<file path="config.mk">
export PLATFORM = sky130hd
export DESIGN_NAME = pulse_group_sequencer
export DESIGN_NICKNAME = d
export VERILOG_FILES = /design/src/rtl/pulse_group_sequencer.sv
export SDC_FILE = /design/constraint.sdc
export NUM_CORES = 1
export LEC_CHECK = 0
export ABC_AREA = 1
export CAP_MARGIN = 20
export CORE_MARGIN = 2
export CORE_UTILIZATION = 40
export DETAILED_ROUTE_END_ITERATION = 10
export PLACE_DENSITY_LB_ADDON = 0.2
export SLEW_MARGIN = 25
export SYNTH_ARGS = -nofsm -noshare
export SYNTH_HDL_FRONTEND = slang
export SYNTH_SLANG_ARGS = --single-unit
</file>
<file path="constraint.sdc">
create_clock -name clk -period 3.25 [get_ports clk]
set_input_delay 0.65 -clock clk [delete_from_list [all_inputs] [get_ports clk]]
set_output_delay 0.65 -clock clk [all_outputs]
set_load 0.03 [all_outputs]
</file>
<file path="src/rtl/pulse_group_sequencer.sv">
// Laser pulse-group sequencer: counts synchronized trigger edges into a group
// of TOTAL_PULSE pulses and opens a WINDOW_LEN-cycle capture window per pulse.
module pulse_group_sequencer #(
    parameter int unsigned TOTAL_PULSE = 4,
    parameter int unsigned WINDOW_LEN  = 1024
) (
    input  logic        clk,
    input  logic        rst_n,
    input  logic        start,
    input  logic        abort,
    input  logic        trig_in,
    output logic [15:0] Pulse_counts,
    output logic        Capture_Window,
    output logic [15:0] Sample_Index,
    output logic        Busy,
    output logic        Group_Done,
    output logic        Trig_Overrun
);

    localparam logic [15:0] LP_TOTAL    = 16'(TOTAL_PULSE);
    localparam logic [15:0] LP_WIN_LAST = 16'(WINDOW_LEN - 1);

    typedef enum logic [1:0] {
        S_IDLE   = 2'd0,
        S_ARMED  = 2'd1,
        S_WINDOW = 2'd2,
        S_DONE   = 2'd3
    } state_t;

    state_t      r_state;
    state_t      w_next_state;

    logic [1:0]  r_rst_sync;
    logic        r_trig_s1;
    logic        r_trig_s2;
    logic        r_trig_s3;
    logic [15:0] r_pulse_cnt;
    logic [15:0] r_sample_idx;
    logic        r_overrun;

    logic        w_run;
    logic        w_trig_evt;
    logic        w_start_acc;
    logic        w_win_last;
    logic        w_cnt_full;

    // Reset release is re-timed so commands and triggers are only honoured
    // once the design has seen two clean edges out of reset.
    always_ff @(posedge clk or negedge rst_n) begin
        if (!rst_n) begin
            r_rst_sync <= 2'b00;
            r_trig_s1  <= 1'b0;
            r_trig_s2  <= 1'b0;
            r_trig_s3  <= 1'b0;
        end else begin
            r_rst_sync <= {r_rst_sync[0], 1'b1};
            r_trig_s1  <= trig_in;
            r_trig_s2  <= r_trig_s1;
            r_trig_s3  <= r_trig_s2;
        end
    end

    assign w_run       = r_rst_sync[1];
    assign w_trig_evt  = r_trig_s2 & ~r_trig_s3 & w_run;
    assign w_start_acc = start & ~abort & w_run & (r_state == S_IDLE);
    assign w_win_last  = (r_sample_idx == LP_WIN_LAST);
    assign w_cnt_full  = (r_pulse_cnt >= LP_TOTAL);

    always_ff @(posedge clk or negedge rst_n) begin
        if (!rst_n) begin
            r_state <= S_IDLE;
        end else begin
            r_state <= w_next_state;
        end
    end

    always_comb begin
        w_next_state = r_state;
        case (r_state)
            S_IDLE: begin
                if (w_start_acc) begin
                    w_next_state = S_ARMED;
                end
            end
            S_ARMED: begin
                if (abort) begin
                    w_next_state = S_IDLE;
                end else if (w_trig_evt && !w_cnt_full) begin
                    w_next_state = S_WINDOW;
                end
            end
            S_WINDOW: begin
                if (abort) begin
                    w_next_state = S_IDLE;
                end else if (w_win_last) begin
                    w_next_state = w_cnt_full ? S_DONE : S_ARMED;
                end
            end
            S_DONE: begin
                w_next_state = S_IDLE;
            end
            default: begin
                w_next_state = S_IDLE;
            end
        endcase
    end

    // Count, sample offset and overrun flag advance alongside the state.
    always_ff @(posedge clk or negedge rst_n) begin
        if (!rst_n) begin
            r_pulse_cnt  <= 16'd0;
            r_sample_idx <= 16'd0;
            r_overrun    <= 1'b0;
        end else begin
            if (w_start_acc) begin
                r_pulse_cnt <= 16'd0;
            end else if ((r_state == S_ARMED) && !abort && w_trig_evt && !w_cnt_full) begin
                r_pulse_cnt <= r_pulse_cnt + 16'd1;
            end

            if ((r_state == S_WINDOW) && !abort && !w_win_last) begin
                r_sample_idx <= r_sample_idx + 16'd1;
            end else begin
                r_sample_idx <= 16'd0;
            end

            if (w_start_acc) begin
                r_overrun <= 1'b0;
            end else if ((r_state == S_WINDOW) && w_trig_evt) begin
                r_overrun <= 1'b1;
            end
        end
    end

    always_comb begin
        Pulse_counts   = r_pulse_cnt;
        Sample_Index   = r_sample_idx;
        Trig_Overrun   = r_overrun;
        Capture_Window = (r_state == S_WINDOW);
        Busy           = (r_state != S_IDLE);
        Group_Done     = (r_state == S_DONE);
    end

endmodule
</file>
== Word-level counts from Yosys, hierarchy flattened ==
Cells that the tools add are included.

* Flip-flop bits (word level): 40
* Word-level logic and storage cells: 52

* Add/sub/neg operators: 2
* $lt $le $gt $ge: 1
* Equal/unequal tests: 7
* Muxes and demuxes: 12
* Bitwise operators: 7
* Reductions and logical operators: 15

{| class="wikitable"
|+ Operator list
! operator !! number
|-
| $mux 16 || 3
|-
| $add 16x1->16 const B || 2
|-
| $eq 16x10->1 const B || 1
|-
| $ge 16x3->1 const B || 1
|-
| $mux 2 || 6
|-
| $pmux 2 s4 || 1
|-
| $logic_and 1x1->1 || 7
|-
| $reduce_bool 2->1 || 3
|-
| $and 1x1->1 || 5
|-
| $eq 2x2->1 const B || 2
|-
| $logic_not 1->1 || 3
|-
| $ne 3x2->1 const B || 1
|-
| $ne 3x3->1 const B || 1
|-
| $reduce_and 3->1 || 1
|-
| $eq 2x1->1 const B || 1
|-
| $logic_not 2->1 || 1
|-
| $mux 1 || 2
|-
| $ne 2x2->1 const B || 1
|-
| $not 1->1 || 2
|}

== Longest topological paths before layout ==
Gate-level depths: netlist of run 1.

* Word-level depth: 7
* Gate-level depth with buffers: 9
* Gate-level depth less buffers: 9

== Worst setup path before layout of run 1 ==
No wires, ideal clock.

* Path type: reg-to-reg
* Start point: register r_sample_idx[0], in the netlist Sample_Index[0]
* End point: register r_sample_idx[0], in the netlist Sample_Index[0]
* Arrival: 1.456 ns
* Data required time: 3.115 ns
* Setup slack: 1.659 ns
* Cell stages (with the launch flop): 10
* Period minus slack after synthesis: 1.591 ns
* Path through: dfrtp_1 -> ha_1 -> nand2_1 -> inv_2 -> nand2_2 -> nor2_4 -> nand2_1 -> nand2_4 -> buf_6 -> nor2_1

* Word-level cells in the longest chain between the ends: 4
* Elaborated cells on any way between the ends: 5

{| class="wikitable"
|+ RTL lines
! item !! line !! source
|-
| start: declaration || 38 || <nowiki>logic [15:0] r_sample_idx;</nowiki>
|-
| start signal: assignment || 122 || <nowiki>r_sample_idx <= r_sample_idx + 16'd1;</nowiki>
|-
| parallel branches: the longest is 3 deep, another holds $add 16x1->16 || n/a ||
|-
| $mux 16 (*) || 121 || <nowiki>if ((r_state == S_WINDOW) && !abort && !w_win_last) begin</nowiki>
|}

Mark *: on every way between the ends.
A chain may end at the register's enable or synchronous reset.

== Final worst setup path of run 1 ==
* Start point: register r_state[0]
* End point: output port Capture_Window

* Word-level cells in the longest chain between the ends: 1

{| class="wikitable"
|+ RTL lines
! item !! line !! source
|-
| start: declaration || 30 || <nowiki>state_t r_state;</nowiki>
|-
| start signal: assignment || 73 || <nowiki>r_state <= w_next_state;</nowiki>
|-
| $eq 2x2->1 || 139 || <nowiki>Capture_Window = (r_state == S_WINDOW);</nowiki>
|-
| end: declaration || 13 || <nowiki>output logic Capture_Window,</nowiki>
|}

Every way passes these cells.

==> out/qor.txt, run 1 <==
Run status - finished clean
Crit path from - r_state[0]
Synth cell types - 27
Mean Syn Cell Area - 8.511 um^2
Period utilization - 0.6960
Setup Buffers After CTS - 0
Final setup viols - 0
CP Max Fanout - 5
Fmax - 442.1 MHz
Slew margin rel. - 0.4319
Post-synth EDFFs - 0
Power Dens Cells - 613.9 nW/um^2
Reg2reg end - r_state[0]
Post-Place Cell Area - 2372 um^2
Routed Antenna Nets - 0
Data required time of the critical path - 2.60 ns
CP arrival - 1.61 ns
DRT iter0 DRCs - 107
Critical path capture point - Capture_Window
ANT cells - 0
Slew @ Worst Pin - 0.8521 ns
Cells after Synth - 228
Synth warn - 0
Clk buf depth - 2
Post-synthesis compound-gate area fraction - 0.02643
First-pass GRT wire length - 6.230 mm
Number of vias in the routed layout - 1507
Post-synth ARST share - 1.000
Clock sinks - 40
LEAKAGE - 1.133 nW
Wire length on met3 - 171 um
IO Pins - 41
GRT Total Usage - 0.1523
Post-synthesis mux area share - 0
R2R Setup Slk - 1.75 ns
Largest net degree at the start of global routing - 41
GPL Wtd Cong - 0.7776
Flops & latches, synth - 40
Clk_lat worst skew - 0.29 ns
Die W - 73.65 um
Total chip power - 0.001534 W
Worst vdd ir - 0.3799 mV
Post-synth top area cell - dfrtp_1
Worst reg2reg path depth - 9
Total core area - 4692 um^2
Cells taking the most area after synthesis - dfrtp_1, nand2_1, nor2_1
Clock transition at the registers of the reported paths - 0.08 ns
Met2 wire len - 1.731 mm
Mapped Area - 1941 um^2
CTS tree - done
H-Tree Depth - 2
Final setup TNS - 0 ns
Crit Path Class - reg2out
Max cap viols - 0
Hold Crit Class - reg2reg
Grt total ovfl - 0
DRC viols - 0
Combinational family with the most area after synthesis - simple AND/OR/NAND/NOR gates
R2r startpoint - Sample_Index[0]
Critical Path End Type - primary output
Wl on met1 - 1.714 mm
Setup ws final - 0.9879 ns
Final hold vios - 0
Yosys top cell area share - 0.5158
Post-layout nets - 281
Leading register cell type out of synthesis - dfrtp_1
RSZ-0062 raised after global routing - no
CP Launch Type - flop
Clk_skew - 0.005699 ns
Seq/Total Area, Yosys - 0.5158
Die height - 73.65 um
Die area - 5424 um^2
Hpwl dp - 2.638 mm
Starting Density - 0.4136
Avg Vias per Cell - 4.595
Area Overhead vs Synth - 28.76%
Slew Viols, Final - 0
CTS Buf Count - 5
Simple-Gate Fraction of Synth Area - 0.3224
Design Area, Final - 2499 um^2
Hold_buf cts - 0
Row count - 25
Drt first pass iters - 4
Vias in the first global route - 1447
Adder-cell share of the synthesized area - 0.01934
Xor-xnor portion of the synthesized cell area - 0.02257
Final min period - 2.262 ns
IO Port Bufs - 40
Pre-CTS setup slack - 1.193 ns
Initial antenna violation count - 0
Resized Gates After CTS - 0
Root buffer cell - clkbuf_8
Layout cell share with drive strength beyond 1 - 0.1241
Drt total wl - 3.634 mm
Top Metal Used - met4
Syn Nets - 236
WL/cell - 11.08 um
logic make-up (layout without fill, tap and decap cells):
family | count (synthesis) | in the layout
xor+xnor | 5 | 5
fa+ha+maj | 3 | 3
buf+inv | 41 | 87
compound gates | 9 | 9
other cells | 1 | 1
simple gates | 129 | 129
flops | 40 | 40
how the worst min path moves through the flow:
| stage | startpoint | to | slack [ns] | cells after the start |
|---|---|---|---|---|
| floorplan | r_rst_sync[0] | r_rst_sync[1] | 0.33 | 0 |
| global placement | r_trig_s1 | r_trig_s2 | 0.33 | 0 |
| detailed placement | r_rst_sync[0] | r_rst_sync[1] | 0.34 | 0 |
| CTS | r_rst_sync[0] | r_rst_sync[1] | 0.36 | 0 |
| global route | r_trig_s1 | r_trig_s2 | 0.37 | 0 |
| finish | r_rst_sync[0] | r_rst_sync[1] | 0.35 | 0 |
sequential cells by signal, summed over array words and instances, names as in the netlist:
signal,count
r_trig_s2,1
Pulse_counts,16
Sample_Index,16
r_trig_s3,1
r_trig_s1,1
r_rst_sync,2
Trig_Overrun,1
r_state,2
layout make-up:
class | count | area, um^2
fillers | 442 | 2193
flip-flops and latches | 40 | 1001
multi-input cells | 147 | 762.0
repair buffers | 40 | 395.4
inverters | 39 | 146.4
clock buffers | 7 | 96.34
well taps | 54 | 67.56
clock inverters | 1 | 30.03
power breakdown:
group          switching, W  internal (W)
clock network      0.000168      0.000271
logic              0.000299      0.000187
registers         0.0000556      0.000553
metrics by stage:
stage            util  hold slack [ns]  instances
6_report       0.5325           0.3534        328
3_5_place_dp   0.5056           0.3395        320
3_3_place_gp   0.5056           0.3322        320
4_1_cts        0.5325           0.3571        328
2_1_floorplan       -           0.3312        228
5_1_grt        0.5325           0.3699        328
metal layers:
layer  vias up  global-route usage
li1        781                   -
met1       691              0.1930
met2        33              0.2490
met3         2             0.05075
met4         0             0.04242
met5         -                   0
layout by cell type, fill, tap and decap left out, types with 3 or more instances in the layout:
cell and n:
nand2_1 46, inv_1 36, inv_2 3, nor2_2 13, o21ai_0 3, clkdlybuf4s50_1 39
nand4_1 3, clkbuf_8 7, dfrtp_1 40, xor2_1 4, a21oi_1 4, nor3b_1 3
nor3_1 6, nor2_1 39, nand3_1 9, ha_1 3
Yosys cell counts, types with 3 or more instances:
| cell type | instances |
|---|---|
| nand2_1 | 46 |
| dfrtp_1 | 40 |
| nor2_1 | 39 |
| inv_1 | 36 |
| nor2_2 | 13 |
| nand3_1 | 9 |
| nor3_1 | 6 |
| a21oi_1 | 4 |
| xor2_1 | 4 |
| ha_1 | 3 |
| inv_2 | 3 |
| nand4_1 | 3 |
| nor3b_1 | 3 |
| o21ai_0 | 3 |
critical path, cell delays in order, from the launching register on:
cell and delay, ns:
dfrtp_1 0.43, inv_1 0.07, nand2_1 0.06, inv_1 0.09, clkdlybuf4s50_1 0.68
Power figures use the tool's default switching activity.
==> inputs of run 2 (changes only) <==
==> constraint.sdc (replaced) <==
create_clock -name clk -period 2.14 [get_ports clk]
set_input_delay 0.428 -clock clk [delete_from_list [all_inputs] [get_ports clk]]
set_output_delay 0.428 -clock clk [all_outputs]
set_load 0.03 [all_outputs]
==> out/qor.txt, run 2 (synthesis results as in run 1) <==
Slew Viols, Final - 0
Die height - 73.65 um
Clock transition at the registers of the reported paths - 0.08 ns
Critical path, cell by cell - inv_1 -> nand2_1 -> inv_1 -> clkdlybuf4s50_1
Resized Gates After CTS - 0
DRC viols - 0
Max cap viols - 0
Drt first pass iters - 4
Root buffer cell - clkbuf_8
Clock sinks - 40
Drt total wl - 3.584 mm
GRT Total Usage - 0.1534
CP arrival - 1.62 ns
IO Pins - 41
Number of vias in the routed layout - 1500
Initial antenna violation count - 0
Stages on the worst setup path - 4
Starting Density - 0.4136
Worst vdd ir - 0.5533 mV
Largest net degree at the start of global routing - 41
Total core area - 4692 um^2
CP delay by family, top - buffers and inverters
Data required time of the critical path - 1.71 ns
Final min period - 2.043 ns
GPL Wtd Cong - 0.7770
Core Util, Final - 0.5341
WL/cell - 10.89 um
Grt total ovfl - 0
CP Buf/Inv Count - 3
Vias in the first global route - 1473
Routed Antenna Nets - 0
Critical Path End Type - primary output
Hold_buf cts - 0
Design Area, Final - 2506 um^2
IO Port Bufs - 40
Clk buf depth - 2
Post-Place Cell Area - 2380 um^2
CP Launch Type - flop
Layout cell share with drive strength beyond 1 - 0.1273
Clk_skew - 0.01062 ns
Die W - 73.65 um
Post-layout nets - 282
Clk_lat worst skew - 0.29 ns
ANT cells - 0
Final hold vios - 0
Crit Path Class - reg2out
Row count - 25
Period utilization - 0.9547
Setup Buffers After CTS - 0
Final setup TNS - 0 ns
Hold Crit Class - in2async
Power Dens Cells - 926.9 nW/um^2
LEAKAGE - 1.138 nW
Most common cell after layout, fill and taps aside - nand2_1
Most common cell on crit path - inv_1
CTS Buf Count - 5
DRT iter0 DRCs - 80
Most frequent cells in the layout - nand2_1, dfrtp_1, nor2_1, clkdlybuf4s50_1, inv_1
H-Tree Depth - 2
Hpwl dp - 2.669 mm
Slowest stage cell, crit path - clkdlybuf4s50_1
Avg Vias per Cell - 4.559
Slowest stage delay, CP - 0.68 ns
Final setup viols - 0
Run status - finished clean
CTS tree - done
CP Max Fanout - 5
Fmax - 489.4 MHz
Die area - 5424 um^2
Worst reg2reg path depth - 9
First-pass GRT wire length - 6.237 mm
RSZ-0062 raised after global routing - no
Area Overhead vs Synth - 29.14%
## run 2: per-layer routing
metal  share of wire  up-vias  routed length, um  track usage
met5               0        -                  0            0
met3           0.048        6                171      0.04390
li1                -      780                  -            -
met4           0.020        0                 70      0.06667
met2            0.47       31               1686       0.2560
met1            0.46      683               1655       0.1840
## run 2: per-stage QoR
stage	hold slack [ns]	std cells	total power [W]	setup slack, ns
4_1_cts	0.1923	329	0.002367	0.06414
3_5_place_dp	0.3364	321	0.001687	0.3200
3_3_place_gp	0.3320	321	0.001681	0.3593
5_1_grt	0.2169	329	0.002458	0.001150
6_report	0.1710	329	0.002323	0.09687
2_1_floorplan	0.1324	228	0.001435	0.5493
## run 2: cell type report
cell class | count | area (um^2)
inverters | 39 | 146.4
repair buffers | 41 | 402.9
multi-input cells | 147 | 762.0
well taps | 54 | 67.56
clock inverters | 1 | 30.03
clock buffers | 7 | 96.34
flip-flops and latches | 40 | 1001
fillers | 457 | 2186
## run 2: where the power goes
group / switching (W) / total (W) / internal, W
logic: 0.000449 / 0.000734 / 0.000285
registers: 0.0000835 / 0.000924 / 0.000840
clock network: 0.000254 / 0.000665 / 0.000411
total: 0.000787 / 0.00232 / 0.00154
## run 2: worst paths after layout
check                      slack [ns]       startpoint         endpoint
min in group clk                 0.35    r_rst_sync[0]    r_rst_sync[1]
min reg2reg                      0.35    r_rst_sync[0]    r_rst_sync[1]
max in group asynchronous        1.61            rst_n        r_trig_s3
max reg2reg                      0.65  Sample_Index[0]       r_state[0]
min                              0.17            rst_n  Sample_Index[2]
max                               0.1       r_state[0]   Capture_Window
